<file path="src/rtl/uart_transmitter.sv">
// uart_transmitter: 8N1 serial transmitter with a one-byte holding register and sticky overrun flag
module uart_transmitter #(
  parameter int CLKS_PER_BIT = 104
) (
  input  logic       clk,
  input  logic       rst,
  input  logic       send,
  input  logic [7:0] data,
  input  logic       clr_overrun,
  output logic       tx,
  output logic       busy,
  output logic       active,
  output logic       overrun
);
  localparam int CW = $clog2(CLKS_PER_BIT);
  typedef enum logic [1:0] {IDLE, START, DATA, STOP} state_t;
  state_t         state;
  logic [CW-1:0]  cnt;
  logic [2:0]     idx;
  logic [7:0]     shift;
  logic [7:0]     hold;
  logic           bit_end;
  logic           accept;
  logic           drop;
  assign bit_end = cnt == CW'(CLKS_PER_BIT - 1);
  assign accept  = send && !busy;
  assign drop    = send && busy;
  always_ff @(posedge clk or negedge rst) begin
    if (!rst) begin
      state   <= IDLE;
      cnt     <= '0;
      idx     <= '0;
      shift   <= '0;
      hold    <= '0;
      tx      <= 1'b1;
      busy    <= 1'b0;
      active  <= 1'b0;
      overrun <= 1'b0;
    end else begin
      overrun <= drop ? 1'b1 : clr_overrun ? 1'b0 : overrun;
      cnt     <= (state == IDLE || bit_end) ? '0 : cnt + 1'b1;
      if (accept && state != IDLE) begin
        hold <= data;
        busy <= 1'b1;
      end
      case (state)
        IDLE: begin
          // a byte held at the very end of STOP is launched from here
          if (busy) begin
            shift  <= hold;
            busy   <= 1'b0;
            state  <= START;
            tx     <= 1'b0;
            active <= 1'b1;
          end else if (accept) begin
            shift  <= data;
            state  <= START;
            tx     <= 1'b0;
            active <= 1'b1;
          end
        end
        START: if (bit_end) begin
          state <= DATA;
          tx    <= shift[0];
          idx   <= '0;
        end
        DATA: if (bit_end) begin
          shift <= shift >> 1;
          if (idx == 3'd7) begin
            state <= STOP;
            tx    <= 1'b1;
          end else begin
            tx  <= shift[1];
            idx <= idx + 3'd1;
          end
        end
        STOP: if (bit_end) begin
          if (busy) begin
            shift <= hold;
            busy  <= 1'b0;
            state <= START;
            tx    <= 1'b0;
          end else begin
            state  <= IDLE;
            active <= 1'b0;
          end
        end
        default: state <= IDLE;
      endcase
    end
  end
endmodule

</file>
<file path="config.mk">
export PLATFORM = sky130hd
export DESIGN_NAME = uart_transmitter
export DESIGN_NICKNAME = d
export VERILOG_FILES = /design/src/rtl/uart_transmitter.sv
export SDC_FILE = /design/constraint.sdc
export NUM_CORES = 1
export LEC_CHECK = 0
export ABC_AREA = 1
export CORE_ASPECT_RATIO = 2
export CORE_MARGIN = 4
export CORE_UTILIZATION = 40
export CTS_CLUSTER_DIAMETER = 120
export DETAILED_ROUTE_END_ITERATION = 10
export GPL_TIMING_DRIVEN = 1
export PLACE_DENSITY = 0.62
export SYNTH_ARGS = -nofsm -noshare
export SYNTH_HDL_FRONTEND = slang
export SYNTH_SLANG_ARGS = --single-unit
</file>
<file path="constraint.sdc">
create_clock -name clk -period 2 [get_ports clk]
set_input_delay 0.4 -clock clk [delete_from_list [all_inputs] [get_ports clk]]
set_output_delay 0.4 -clock clk [all_outputs]
set_load 0.1 [all_outputs]
</file>
==> flow_summary_export.csv <==
group,metric,value,unit
status,status,"finished clean",
synth,ys_ff_latch,32,
setup_path,critPathBufInv,2,
clock_tree,h-tree-depth,2,
global_routing,antenna_found_initial,0,
global_routing,grt_overflow,0,
global_routing,gr-usage-met1,0.186,
setup_path,crit_fanout,9,
die,start_util,0.410,
synth,synth.net_count,245,
setup_path,path_cells,"inv_1 -> ha_1 -> inv_1 -> nor2_1 -> nand2_1 -> nand2_1 -> a21oi_4 -> nand2_4 -> nand2_1 -> nand2_1",
global_routing,grt_first_pass_wirelength,6.58,mm
synth,synth_top_family_by_area,"simple AND/OR/NAND/NOR gates",
timing,timing.hold.ws,467,ps
setup_path,slowest_delay,430,ps
die,dieArea,5640,sq um
detailed_routing,drt-total-wl,3.53,mm
clock_tree,clkSinkCount,32,
cells_and_area,nets,264,
setup_path,worstPathArrival,1960,ps
clock_tree,clock_path_buffers,2,
clock_tree,root_buffer,"clkbuf_8",
clock_tree,clk_pin_slew,70,ps
worst_hold_path,hold_path_class,"register to register",
detailed_routing,wl_per_cell,11.8,microns
clock_tree,cts-resized-gates,0,
synth,synth.area.mux_share,0.0127,
timing,grt_setup_unrepaired,"false",
detailed_routing,drt-initial-drc-count,30,
detailed_routing,viasPerCell,4.87,
die,die_w,55.1,microns
timing,fmax,559,MHz
power_and_ir_drop,cellLeakagePower,1.05,nW
die,die_y,102,microns
detailed_routing,num_vias,1462,
placed_design,place_congestion,0.761,
timing,post-route-period-util,0.895,
setup_path,cpMaxStageDelayCell,"dfrtp_1",
timing,skew,7.43,ps
synth,synth-simple-area-share,0.312,
global_routing,grt_use_total,0.159,
cells_and_area,layout-drive-gt1-share,0.114,
timing,finalSetupViolations,0,
power_and_ir_drop,comb_power_share,0.512,
power_and_ir_drop,p_seq_frac,0.328,
setup_path,crit_family,"simple AND/OR/NAND/NOR gates",
setup_path,worstPathRequired,2170,ps
synth,synthXorXnorAreaFrac,0,
setup_path,startpoint_type,"register",
clock_tree,cts_buffers,5,
setup_path,critPathCaptureType,"register",
detailed_routing,ant_nets,0,
power_and_ir_drop,clockPowerShare,0.160,
placed_design,port_buffers,15,
timing,report.final.slew_viol_count,0,
power_and_ir_drop,ir_drop,0.887,mV
synth,avgSynthCellArea,7.87,sq um
global_routing,grt_most_used_layer,"met2",
global_routing,grt_pass1_vias,1521,
cells_and_area,diodes,0,
power_and_ir_drop,p_int,1.75,mW
synth,synth_fa_ha_area_frac,0.0493,
clock_tree,holdBufCountCts,0,
clock_tree,tritoncts,"yes",
die,rows,34,
cells_and_area,layout_commonest_cell,"nand2_1",
setup_path,critPathKind,"register to register",
die,io_pins,16,
cells_and_area,syn_to_final_growth,17.7,%
timing,slew_headroom,0.714,
global_routing,grt_max_degree,33,
power_and_ir_drop,p_switching,1.43,mW
synth,syn_inst,226,
detailed_routing,firstDrtPassIters,4,
synth,yosysUniqueCellTypes,29,
global_routing,use_met2,0.268,
synth,yosysSeqAreaShare,0.451,
power_and_ir_drop,power.density,1520,nW/um^2
timing,hold_viol_final,0,
flow_run,maxCapViolCount,0,
synth,ys_warn_count,0,
timing,worstMarginPinSlew,429,ps
die,core_area,4340,sq um
power_and_ir_drop,switching_share,0.450,
synth,synth_compound_area_frac,0.0999,
setup_path,crit_path_frequent_cell,"nand2_1",
placed_design,dp_hpwl,2.76,mm
synth,synth_area,1780,sq um
detailed_routing,post-route-drc-count,0,
timing,fin_crit,1790,ps
clock_tree,post-cts-setup-buffer-count,0,
cells_and_area,layout_common_cells,"nand2_1 (75), dfrtp_1 (31), nand3_1 (27), inv_1 (23), o21ai_0 (16)",
timing,finalSetupTns,0,ps
global_routing,met3_usage,0.0307,
clock_tree,clock_latency,280,ps
[power by group through the flow]
stage	Sequential [mW]	Clock [mW]	Combinational, mW
after floorplan	1.17	0	1.12
after global placement	1.05	0	1.62
after detailed placement	1.05	0	1.65
after CTS	1.04	0.535	1.65
after global routing	1.07	0.561	1.88
final	1.04	0.509	1.63
[final timing paths]
path	to	slack, ps	depth (start not counted)	startpoint
max	shift[3]	210	10	state[0]
min	cnt[0]	470	1	cnt[0]
max reg2reg	shift[3]	210	10	state[0]
min reg2reg	cnt[0]	470	1	cnt[0]
max in group asynchronous	tx	1180	2	rst
min in group asynchronous	hold[6]	510	2	rst
[metrics by stage]
step / setup WS [ps] / total power, mW / instance area (sq um) / utilization / instances
after floorplan: 104 / 2.29 / 1780 / - / 226
after global placement: 223 / 2.67 / 2000 / 0.461 / 292
after detailed placement: 176 / 2.70 / 2000 / 0.461 / 292
after CTS: 211 / 3.23 / 2090 / 0.482 / 300
after global routing: 42.9 / 3.51 / 2090 / 0.482 / 300
final: 211 / 3.18 / 2090 / 0.482 / 300
[Yosys cell counts (all sizes together)]
master / number / area (sq um)
o21bai: 2 / 18.8
clkinv: 1 / 5.00
clkbuf: 2 / 7.51
inv: 23 / 86.3
ha: 7 / 87.6
nand2: 77 / 299
dfstp: 1 / 26.3
nand4: 3 / 18.8
nor2: 13 / 53.8
mux2: 2 / 22.5
o31ai: 1 / 7.51
a21oi: 3 / 26.3
or2: 1 / 6.26
dfrtp: 31 / 776
nand3: 28 / 153
buf: 5 / 33.8
nor3b: 2 / 15.0
o21ai: 16 / 80.1
nor3: 2 / 10.0
o21a: 1 / 7.51
o211ai: 5 / 37.5
[sequential cells by signal (all words and copies together), names as in the netlist]
| register | count |
|---|---|
| shift | 8 |
| idx | 3 |
| overrun | 1 |
| busy | 1 |
| state | 2 |
| hold | 8 |
| tx | 1 |
| active | 1 |
| cnt | 7 |
[kinds of logic (layout without fill, tap and decap cells)]
logic type                 Yosys count  in the layout
buffers and inverters               31             51
adders and majority gates            7              7
DFF                                 32             32
AOI/OAI and AO/OA                   28             28
and+or+nand+nor                    126            126
muxes                                2              2
[layout make-up]
class                   instances  area [sq um]
inverters                      24          91.3
multi-input cells             163           843
repair buffers                 19           195
fillers                       483          2250
clock buffers                   6          82.6
clock inverters                 2          10.0
well taps                      54          67.6
flip-flops and latches         32           802
[metal layers]
metal / up-vias / wire [microns] / share of wire
met5: - / 0 / 0
met4: 0 / 72 / 0.020
met3: 4 / 100 / 0.028
met2: 16 / 1910 / 0.54
met1: 674 / 1450 / 0.41
li1: 768 / - / -
Power figures use the tool's default switching activity.
==> RTL edit: new RTL, config.mk and constraints unchanged <==
The 4 states of `state_t` get a one-hot encoding in 4 bits.
--- a/src/rtl/uart_transmitter.sv
+++ b/src/rtl/uart_transmitter.sv
@@ -14,5 +14,5 @@
 );
   localparam int CW = $clog2(CLKS_PER_BIT);
-  typedef enum logic [1:0] {IDLE, START, DATA, STOP} state_t;
+  typedef enum logic [3:0] {IDLE = 4'b0001, START = 4'b0010, DATA = 4'b0100, STOP = 4'b1000} state_t;
   state_t         state;
   logic [CW-1:0]  cnt;
Behaviour: same outputs for any inputs over 10 cycles, from zero or initial values and one cycle with rst low; not proved beyond that.
==> RTL edit against the original RTL <==
  * Final area increased by 5.2%
  * Routed wire length is 17% higher
  * Area after synthesis up 7.7%
  * Sequential power increased by 12%
  * Combinational power shrank 5%
  * Sequential cell count up 2
  * Worst hold slack worse by 0.0053 ns
  * Setup slack improved by 0.089 ns
  * Total power grew 0.27%
  * Critical path type unchanged
  * Critical endpoint is now shift[6]$_DFFE_PN0P_
  * Highest routed layer unchanged
==> RTL edit: results <==
setup_path:
  critPathMaxFanout: 11
  startpoint: "cnt[0]$_DFF_PN0_"
  cp_data_arrival_time_ns: 1.87
  r2r_start: "cnt[0]$_DFF_PN0_"
  cp-endpoint: "shift[6]$_DFFE_PN0P_"
  rrSetupSlack_ns: 0.30
synthesis:
  seq_area_frac_synth_pct: 44.6
  synth_common_cells: "nand2_1, dfrtp_1, inv_1"
  avgSynthCellArea_um2: 7.06
  synth_adder_area_share_pct: 1.96
  syn_nets: 286
  synth_area_leaders: "dfrtp_1, nand2_1, inv_1"
global_route:
  grt_util_all_layers_pct: 15.0
sta:
  max_slew_margin_pct: 70.1
  max_freq_mhz: 588
power_and_ir_drop:
  pg_comb_mw: 1.55
  vdd_ir_drop_max_mv: 0.786
  p_sw_mw: 1.48
  leakagePower_nw: 1.20
status:
  status: "completed"
drt:
  dr.first_iter.drc_count: 45
placement:
  dp_hpwl_um: 3070
  dp_cells: 337
finish:
  final_nets: 304
  final_layout_size_suffix_gt1_share_pct: 11.4
==> RTL edit: per-layer routing <==
metal / global-route usage, % / vias to the layer above / share of wire, %
li1: - / 870 / -
met1: 15.0 / 760 / 39
met2: 27.3 / 18 / 56
met3: 3.19 / 8 / 2.0
met4: 8.46 / 0 / 2.9
met5: 0 / - / 0
==> RTL edit: layout make-up <==
class | instances | area, um^2
multi-input cells | 199 | 901
flip-flops and latches | 34 | 853
fillers | 492 | 2440
well taps | 55 | 68.8
inverters | 32 | 121
clock buffers | 7 | 76.3
repair buffers | 17 | 180
==> RTL edit: worst max-delay path: cells and delay by family (launching register included) <==
kind | cells | cell delay (ns)
AND/OR/NAND/NOR | 8 | 1.00
flip-flops | 1 | 0.37
adder cells (fa/ha/maj) | 1 | 0.18
buffers and inverters | 1 | 0.04
